--- src/rtl/vga_timing_pkg.sv ---
// 640x480@60 timing constants, lock-FSM state type and a saturating counter helper,
// shared by the VGA timing generator and the receive-side sync decoder.
package vga_timing_pkg;

    localparam int unsigned H_TOTAL  = 800;
    localparam int unsigned H_ACTIVE = 640;
    localparam int unsigned H_SYNC   = 96;
    localparam int unsigned H_BACK   = 48;
    localparam int unsigned V_TOTAL  = 525;
    localparam int unsigned V_ACTIVE = 480;
    localparam int unsigned V_SYNC   = 2;
    localparam int unsigned V_BACK   = 33;

    localparam logic [9:0] CNT_MAX = 10'd1023;

    typedef enum logic [1:0] {SEARCH, CHECK, LOCKED} sync_state_t;

    function automatic logic [9:0] sat_inc(input logic [9:0] v);
        return (v == CNT_MAX) ? v : v + 10'd1;
    endfunction

endpackage

--- src/rtl/vga_edge_det.sv ---
// One-flop edge detector for an active-low VGA control line; the flop idles high.
module vga_edge_det (
    input  logic clk,
    input  logic clr,
    input  logic d,
    output logic q,
    output logic fall,
    output logic rise
);

    always_ff @(posedge clk) begin
        if (clr) begin
            q <= 1'b1;
        end else begin
            q <= d;
        end
    end

    assign fall = q & ~d;
    assign rise = ~q & d;

endmodule

--- src/rtl/vga_sync_decoder.sv ---
// Receive-side VGA timing monitor: recovers coordinates and display enable, measures timing
// and reports lock. Optional frame/error counters are enabled by VGA_SYNC_DECODER_STATS_EN.
module vga_sync_decoder #(
    parameter int unsigned H_TOTAL     = vga_timing_pkg::H_TOTAL,
    parameter int unsigned V_TOTAL     = vga_timing_pkg::V_TOTAL,
    parameter int unsigned H_ACTIVE    = vga_timing_pkg::H_ACTIVE,
    parameter int unsigned V_ACTIVE    = vga_timing_pkg::V_ACTIVE,
    parameter int unsigned LOCK_FRAMES = 2
) (
    input  logic        vga_clk,
    input  logic        clr,
    input  logic        hs_in,
    input  logic        vs_in,
    input  logic        rdn_in,
    output logic        de_out,
    output logic [8:0]  row_out,
    output logic [9:0]  col_out,
    output logic        locked,
    output logic [9:0]  line_len,
    output logic [9:0]  frame_lines,
`ifdef VGA_SYNC_DECODER_STATS_EN
    output logic        err_pulse,
    output logic [15:0] frame_cnt,
    output logic [7:0]  err_cnt
`else
    output logic        err_pulse
`endif
);

    import vga_timing_pkg::*;

    localparam logic [10:0] LINE_TOTAL  = 11'(H_TOTAL);
    localparam logic [9:0]  FRAME_TOTAL = 10'(V_TOTAL);
    localparam logic [9:0]  COL_LAST    = 10'(H_ACTIVE - 1);
    localparam logic [9:0]  ROWS        = 10'(V_ACTIVE);
    localparam logic [8:0]  ROW_LAST    = 9'(V_ACTIVE - 1);
    localparam logic [3:0]  LOCK_N      = 4'(LOCK_FRAMES);

    logic hs_d, vs_d, rdn_d;
    logic hs_fall, vs_fall, de_rise;
    logic hs_rise, vs_rise, run_end;
    logic unused_edge;

    vga_edge_det u_hs_det (
        .clk  (vga_clk),
        .clr  (clr),
        .d    (hs_in),
        .q    (hs_d),
        .fall (hs_fall),
        .rise (hs_rise)
    );

    vga_edge_det u_vs_det (
        .clk  (vga_clk),
        .clr  (clr),
        .d    (vs_in),
        .q    (vs_d),
        .fall (vs_fall),
        .rise (vs_rise)
    );

    vga_edge_det u_rdn_det (
        .clk  (vga_clk),
        .clr  (clr),
        .d    (rdn_in),
        .q    (rdn_d),
        .fall (de_rise),
        .rise (run_end)
    );

    assign unused_edge = ^{hs_d, vs_d, rdn_d, hs_rise, vs_rise};

    logic [9:0]  pix_cnt;
    logic [9:0]  ln_cnt;
    logic [9:0]  act_lines;
    logic        first_hs;
    logic        bad_q;
    logic [3:0]  good_cnt;
    sync_state_t state;

    logic [10:0] line_len_new;
    logic        line_bad, col_bad, vs_bad, viol, timeout, err_next;

    always_comb begin
        line_len_new = {1'b0, pix_cnt} + 11'd1;
        line_bad     = hs_fall && !first_hs && (line_len_new != LINE_TOTAL);
        col_bad      = run_end && (col_out != COL_LAST);
        vs_bad       = vs_fall && ((ln_cnt != FRAME_TOTAL) || (act_lines != ROWS));
        viol         = line_bad || col_bad || vs_bad;
        // Fires only on the step into saturation, so a stuck hs gives one event.
        timeout      = !hs_fall && (pix_cnt == CNT_MAX - 10'd1);
        // Violations are not reported while searching: partial frames are expected there.
        err_next     = timeout || (viol && (state != SEARCH));
    end

    always_ff @(posedge vga_clk) begin
        if (clr) begin
            pix_cnt     <= '0;
            ln_cnt      <= '0;
            act_lines   <= '0;
            line_len    <= '0;
            frame_lines <= '0;
            first_hs    <= 1'b1;
            de_out      <= 1'b0;
            col_out     <= '0;
            row_out     <= '0;
        end else begin
            de_out <= ~rdn_in;

            if (hs_fall) begin
                line_len <= line_len_new[9:0];
                pix_cnt  <= '0;
                first_hs <= 1'b0;
            end else begin
                pix_cnt <= sat_inc(pix_cnt);
                if (timeout) begin
                    first_hs <= 1'b1;
                end
            end

            if (vs_fall) begin
                frame_lines <= ln_cnt;
                ln_cnt      <= '0;
                act_lines   <= '0;
            end else begin
                if (hs_fall) begin
                    ln_cnt <= sat_inc(ln_cnt);
                end
                if (run_end) begin
                    act_lines <= sat_inc(act_lines);
                end
            end

            if (de_rise) begin
                col_out <= '0;
            end else if (!rdn_in) begin
                col_out <= sat_inc(col_out);
            end

            if (vs_fall) begin
                row_out <= '0;
            end else if (run_end) begin
                row_out <= (row_out == ROW_LAST) ? 9'd0 : row_out + 9'd1;
            end
        end
    end

    always_ff @(posedge vga_clk) begin
        if (clr) begin
            state     <= SEARCH;
            good_cnt  <= '0;
            bad_q     <= 1'b0;
            locked    <= 1'b0;
            err_pulse <= 1'b0;
        end else begin
            err_pulse <= err_next;
            if (timeout) begin
                state    <= SEARCH;
                good_cnt <= '0;
                bad_q    <= 1'b0;
                locked   <= 1'b0;
            end else if (vs_fall) begin
                bad_q <= 1'b0;
                case (state)
                    SEARCH: begin
                        state    <= CHECK;
                        good_cnt <= '0;
                    end
                    CHECK: begin
                        if (bad_q || viol) begin
                            good_cnt <= '0;
                        end else if (good_cnt + 4'd1 == LOCK_N) begin
                            good_cnt <= good_cnt + 4'd1;
                            state    <= LOCKED;
                            locked   <= 1'b1;
                        end else begin
                            good_cnt <= good_cnt + 4'd1;
                        end
                    end
                    LOCKED: begin
                        if (bad_q || viol) begin
                            state    <= CHECK;
                            locked   <= 1'b0;
                            good_cnt <= '0;
                        end
                    end
                    default: begin
                        state  <= SEARCH;
                        locked <= 1'b0;
                    end
                endcase
            end else if (viol) begin
                bad_q <= 1'b1;
            end
        end
    end

`ifdef VGA_SYNC_DECODER_STATS_EN
    always_ff @(posedge vga_clk) begin
        if (clr) begin
            frame_cnt <= '0;
            err_cnt   <= '0;
        end else begin
            if (vs_fall) begin
                frame_cnt <= frame_cnt + 16'd1;
            end
            if (err_next && (err_cnt != 8'hFF)) begin
                err_cnt <= err_cnt + 8'd1;
            end
        end
    end
`endif

endmodule

--- config.mk ---
export PLATFORM = sky130hd
export DESIGN_NAME = vga_sync_decoder
export DESIGN_NICKNAME = d
export VERILOG_FILES = /design/src/rtl/vga_timing_pkg.sv /design/src/rtl/vga_edge_det.sv /design/src/rtl/vga_sync_decoder.sv
export SDC_FILE = /design/constraint.sdc
export NUM_CORES = 1
export LEC_CHECK = 0
export BUFFER_PORTS_ARGS = -buffer_cell sky130_fd_sc_hd__buf_2
export CAP_MARGIN = 10
export CORE_MARGIN = 1.5
export CORE_UTILIZATION = 44
export DETAILED_ROUTE_END_ITERATION = 10
export PLACE_DENSITY = 0.69
export SLEW_MARGIN = 25
export SYNTH_ARGS = -nofsm -noshare
export SYNTH_HDL_FRONTEND = slang
export SYNTH_SLANG_ARGS = --single-unit
--- constraint.sdc ---
create_clock -name vga_clk -period 2.9 [get_ports vga_clk]
set_input_delay 0.87 -clock vga_clk [delete_from_list [all_inputs] [get_ports vga_clk]]
set_output_delay 0.87 -clock vga_clk [all_outputs]
set_load 0.01 [all_outputs]
# Yosys cells after proc, flatten, opt, wreduce, memory -nomap -nowiden
# Cells that the tools add are included.
[word_totals] input_bits=5 output_inout_bits=42 register_bits=83 word_cells=94
[op_classes] bitwise=12 reduce_logical=28 eq_ne=16 n_addsub=7 n_mux=14
[op_table] operator="10-bit equality test (second input constant)" n=5
[op_table] operator="10-bit by 1-bit adder with 10-bit output (second input constant)" n=4
[op_table] operator="10-bit != test (second input constant)" n=2
[op_table] operator="4-bit one-hot mux with 3 select lines" n=1
[op_table] operator="10-bit by 1-bit adder with 11-bit output (second input constant)" n=1
[op_table] operator="11-bit by 10-bit != test with 1-bit output (second input constant)" n=1
[op_table] operator="10-bit by 9-bit != test with 1-bit output (second input constant)" n=1
[op_table] operator="9-bit by 1-bit adder with 9-bit output (second input constant)" n=1
[op_table] operator="9-bit equality test (second input constant)" n=1
[op_table] operator="9-bit two-way mux" n=1
[op_table] operator="4-bit two-way mux" n=2
[op_table] operator="1-bit inverter" n=8
[op_table] operator="2-bit OR reduction" n=4
[op_table] operator="1-bit logical AND" n=6
[op_table] operator="2-bit two-way mux" n=3
[op_table] operator="2-bit != test (second input constant)" n=3
[op_table] operator="2-bit one-hot mux with 3 select lines" n=1
[op_table] operator="2-bit AND reduction" n=3
[op_table] operator="1-bit logical OR" n=5
[op_table] operator="1-bit two-way mux" n=5
[op_table] operator="5-bit AND reduction" n=1
[op_table] operator="4-bit by 1-bit adder with 4-bit output (second input constant)" n=1
[op_table] operator="1-bit AND" n=4
[op_table] operator="4-bit by 2-bit equality test with 1-bit output (second input constant)" n=1
[op_table] operator="other kinds (10)" n=12

# Depth between registers and ports, before layout
[depth] word_depth=9 mapped_depth=9 depth_no_buf=8

# Modules after synthesis
# A second synthesis with hierarchy kept.
[hier_totals] hier_cells=419 hier_area_um2=3719.8
[modules_own_cells] mod="vga_sync_decoder" instances=1 area_per_inst_um2=3599.7 cells_each=407 seq_area_each_um2=1601.5
[modules_own_cells] mod="vga_edge_det" instances=3 area_per_inst_um2=40.0 cells_each=4 seq_area_each_um2=20.0

# Worst setup path after synthesis
# Ideal clock, no wire load.
[synth_timing] kind="input port to flip-flop" start="input port rdn_in" end="register act_lines[5]" t_required_ns=2.830 setup_slack_ns=0.566 setup_ns=0.070 n_path_buf=0 cell_stages=6 arrival_time_ns=2.264 cell_sequence="inv_1 > nor2_1 > o21a_1 > nand4_1 > or3_1 > a21oi_1"
[synth_between] elab_chain_len=2
[synth_lines] item="start: declaration" line_no="vga_sync_decoder.sv:14" source="input logic rdn_in,"
[synth_lines] item="1-bit AND" line_no="vga_edge_det.sv:20" source="assign rise = ~q & d;"
[synth_lines] item="2-bit AND reduction (no source line)"
[synth_lines] item="end signal: assignment" line_no="vga_sync_decoder.sv:130" source="act_lines <= sat_inc(act_lines);"
[synth_lines] item="end: declaration" line_no="vga_sync_decoder.sv:75" source="logic [9:0] act_lines;"
# Every way passes these cells.
# A chain may end at the register's enable or synchronous reset.

# Final worst setup path
[layout_timing] start="register pix_cnt[0]" end="register state[1]"
[layout_between] elab_chain_len=8 elab_cells_between_ends=12 classes_between="add/sub: 1; eq/ne: 4; reduce/logical: 7"
[layout_lines] item="start: declaration" line_no="vga_sync_decoder.sv:73" source="logic [9:0] pix_cnt;"
[layout_lines] item="start signal: assignment" line_no="vga_sync_decoder.sv:115" source="pix_cnt <= sat_inc(pix_cnt);"
[layout_lines] item="10-bit by 1-bit adder with 11-bit output" line_no="vga_sync_decoder.sv:85" source="line_len_new = {1'b0, pix_cnt} + 11'd1;"
[layout_lines] item="11-bit by 10-bit != test with 1-bit output" line_no="vga_sync_decoder.sv:86" source="line_bad = hs_fall && !first_hs && (line_len_new != LINE_TOTAL);"
[layout_lines] item="1-bit logical AND" line_no="vga_sync_decoder.sv:86"
[layout_lines] item="1-bit logical OR (2 in series)" line_no="vga_sync_decoder.sv:89" source="viol = line_bad || col_bad || vs_bad;"
[layout_lines] item="1-bit logical OR" line_no="vga_sync_decoder.sv:170, vga_sync_decoder.sv:181"
[layout_lines] item="2-bit != test (no source line)"
[layout_lines] item="4-bit AND reduction (no source line)"
[layout_lines] item="end signal: assignment" line_no="vga_sync_decoder.sv:174" source="state <= LOCKED;"
[layout_lines] item="end signal: assignment" line_no="vga_sync_decoder.sv:182" source="state <= CHECK;"
[layout_lines] item="end signal: assignment" line_no="vga_sync_decoder.sv:188" source="state <= SEARCH;"
[layout_lines] item="end: declaration" line_no="vga_sync_decoder.sv:79" source="sync_state_t state;"
# Parallel ways exist; a longest one is shown, timed or not.

==> PnR_summary.wiki <==
{| class="wikitable"
! Metric !! Value
|-
| Run status || finished clean
|-
| Grt total ovfl || 0
|-
| Number of nets with antenna violations after routing || 0
|-
| DP HPWL || 5.44 mm
|-
| Syn Inst Count || 428
|-
| Final Non-Filler Cells || 586
|-
| Post-synth EDFFs || 0
|-
| Mean number of vias per cell || 5.27
|-
| Number of rows in the core area || 33
|-
| Post-route DRC || 0
|-
| Hold path depth || 2
|-
| Via count of the first global-routing pass || 2,768
|-
| Count of clock tree sinks || 83
|-
| Endpoint arrival time on the critical path || 2.76 ns
|-
| Primary FF master, synth || sky130_fd_sc_hd__dfxtp_1
|-
| Number of nets in the final layout || 491
|-
| Kind of launch point of the worst setup path || flop
|-
| Tightest Pin Transition || 0.492 ns
|-
| Net switching power of the design || 547 uW
|-
| Final number of setup-violating endpoints || 0
|-
| Number of buffers created by CTS || 9
|-
| Synthesis-to-layout area growth || 14.4%
|-
| Max frequency || 406 MHz
|-
| Total placed instance area || 4020 um^2
|-
| Max-slew headroom || 67.2%
|-
| Y dimension of the die || 94.3 um
|-
| Non-Filler Cell Area, Final || 4190 um^2
|-
| Largest net degree at the start of global routing || 23
|-
| Number of gates given a new drive strength after cts || 0
|-
| Worst clock skew || 0.0105 ns
|-
| Number of endpoints with negative hold slack in the final report || 0
|-
| First-pass DRT Iterations || 4
|-
| Int Power || 1.53 mW
|-
| Routed wire per std cell || 12.9 um
|-
| IR drop worst, VDD || 0.238 mV
|-
| TritonCTS clock tree || done
|-
| Switching power as a share of total power || 26.3%
|-
| Reg area || 1660 um^2
|-
| Unrepaired setup endpoints after global routing || false
|-
| Share of total power in the clock network || 36.8%
|-
| Number of port buffers || 46
|-
| Clk_lat worst skew || 0.36 ns
|-
| Share of the core filled with cells in the final layout || 51.5%
|-
| Number of antenna violations at the first check in global routing || 0
|-
| Critical path peak fanout || 7
|-
| P per Cell Area || 496 nW/um^2
|-
| Clock root cell || sky130_fd_sc_hd__clkbuf_8
|-
| Critical Setup Path Class || reg2reg
|-
| Overall die area || 8890 um^2
|-
| Routed via count || 3,088
|-
| Average cell area after synthesis || 8.56 um^2
|-
| Diodes inserted || 0
|-
| Post-Route WL || 7.54 mm
|-
| Req. time, crit path || 3.20 ns
|-
| Initial standard-cell utilization of the core || 45.1%
|-
| Commonest non-fill, non-tap cell in the layout || sky130_fd_sc_hd__dfxtp_1
|-
| Clock H-tree levels || 3
|-
| Die outline width || 94.3 um
|-
| Number of inserted filler cells in the final layout || 782
|-
| Synthesized cell area || 3660 um^2
|-
| Class of the tightest hold or removal check || reg2reg
|-
| Area of the core || 8130 um^2
|-
| Iteration-0 DRC Markers || 125
|-
| Slew Limit Fails || 0
|-
| Number of buffers inserted by post-CTS setup repair || 0
|-
| Number of hold buffers added after CTS || 0
|-
| Total Negative Setup Slacks || 0 ns
|-
| Post-Synthesis Net Count || 443
|-
| Maximum number of buffers from clock root to sink || 2
|-
| Max-Cap Viols || 0
|-
| Sort of element at the end of the critical path || flop
|-
| Placed cell count || 570
|-
| Proportion of layout cells with a drive suffix above 1 || 15.8%
|-
| I/O pin total || 47
|-
| Global placer's final weighted congestion || 0.798
|-
| Worst reg2reg path depth || 8
|-
| Flops & latches, synth || 83
|-
| Number of distinct standard cells referenced by the synthesized netlist || 47
|-
| Most used cells in the layout excluding fill and tap cells || sky130_fd_sc_hd__dfxtp_1 (83), sky130_fd_sc_hd__nor2_1 (57), sky130_fd_sc_hd__nand2_1 (49), sky130_fd_sc_hd__buf_2 (46), sky130_fd_sc_hd__a21oi_1 (37)
|-
| Final worst-path cycle share || 84.9%
|-
| Global-route wire length before repair || 12.7 mm
|-
| Total routing resource utilization after global routing || 18.1%
|-
| Min Tclk post-route || 2.46 ns
|-
| Sequential share of the synthesized area || 45.3%
|-
| Relative contribution of sequential cells to total power || 56.7%
|-
| P_leak || 1.62 nW
|-
| Multi-input gate area in the final layout || 1900 um^2
|-
| Clock slew at reported path FFs || 0.09 ns
|-
| YS warnings || 0
|-
| Proportion of power drawn by combinational gates || 6.5%
|-
| Synth async-reset ratio || 0%
|}
state kept, by name, indices dropped and copies added, names as in the netlist:
name,flops
state,2
de_out,1
frame_lines,10
row_out,9
err_pulse,1
u_hs_det.q,1
bad_q,1
good_cnt,4
ln_cnt,10
locked,1
u_vs_det.q,1
line_len,10
u_rdn_det.q,1
act_lines,10
pix_cnt,10
col_out,10
first_hs,1
synth_stat cells (11+ instances only):
| master | n | area, um^2 |
|---|---|---|
| sky130_fd_sc_hd__nand4_1 | 17 | 106 |
| sky130_fd_sc_hd__xor2_1 | 21 | 184 |
| sky130_fd_sc_hd__dfxtp_1 | 83 | 1660 |
| sky130_fd_sc_hd__inv_1 | 11 | 41.3 |
| sky130_fd_sc_hd__a211oi_1 | 11 | 82.6 |
| sky130_fd_sc_hd__a21oi_1 | 37 | 185 |
| sky130_fd_sc_hd__xnor2_1 | 12 | 105 |
| sky130_fd_sc_hd__nand3_1 | 15 | 75.1 |
| sky130_fd_sc_hd__nand2_1 | 49 | 184 |
| sky130_fd_sc_hd__nor2_1 | 57 | 214 |
| sky130_fd_sc_hd__o21ai_0 | 12 | 60.1 |
worst paths after layout:
kind,slack [ns],from,endpoint
setup / recovery,0.44,pix_cnt[0]$_SDFFE_PP0P_,state[1]$_SDFFE_PP0P_
hold reg to reg,0.46,frame_lines[3]$_SDFFE_PP0P_,frame_lines[3]$_SDFFE_PP0P_
setup reg to reg,0.44,pix_cnt[0]$_SDFFE_PP0P_,state[1]$_SDFFE_PP0P_
hold / removal,0.46,frame_lines[3]$_SDFFE_PP0P_,frame_lines[3]$_SDFFE_PP0P_
area by class of cell:
cell class                      count  area share (%)
Multi-Input combinational cell    318            45.3
Sequential cell                    83            39.6
Timing Repair Buffer               53            6.75
Tap cell                          105            3.13
Clock buffer                       10            3.04
Clock inverter                      6            1.16
Inverter                           11           0.985
per-layer routing:
metal | part of all wire, % | GRT usage, %
met1 | 49 | 24.0
met2 | 45 | 28.3
met3 | 4.1 | 3.64
met4 | 1.7 | 8.21
met5 | 0 | 0
cell families after synthesis:
kind of cell	after synthesis	synth area share (%)
AND/OR/NAND/NOR	191	25.9
XOR/XNOR	33	7.89
multiplexers	3	0.819
flip-flops	83	45.3
AO/OA/AOI/OAI	81	13.8
buffers and inverters	27	2.87
adder cells (fa/ha/maj)	10	3.41
through the flow:
step	setup WS (ns)	total power [mW]	hold WS, ns
3_3_place_gp	0.471	1.34	0.430
5_1_grt	0.282	2.16	0.480
6_report	0.439	2.08	0.458
3_5_place_dp	0.424	1.34	0.440
4_1_cts	0.457	2.10	0.460
2_1_floorplan	0.566	1.30	0.418
power by group through the flow:
stage	registers [mW]	logic [mW]	clock network (mW)
CTS	1.18	0.136	0.785
global placement	1.21	0.134	0
global route	1.18	0.152	0.828
floorplan	1.21	0.0861	0
detailed placement	1.21	0.135	0
finish	1.18	0.135	0.764
critical path, cell delays in order, from the launching register on:
cell	delay, ns
sky130_fd_sc_hd__dfxtp_1	0.37
sky130_fd_sc_hd__ha_1	0.27
sky130_fd_sc_hd__and3_1	0.29
sky130_fd_sc_hd__o22a_1	0.23
sky130_fd_sc_hd__o22ai_1	0.19
sky130_fd_sc_hd__a41o_2	0.29
sky130_fd_sc_hd__nand3_4	0.10
sky130_fd_sc_hd__or4_1	0.51
sky130_fd_sc_hd__a21oi_1	0.15
(Power assumes the default switching activity.)
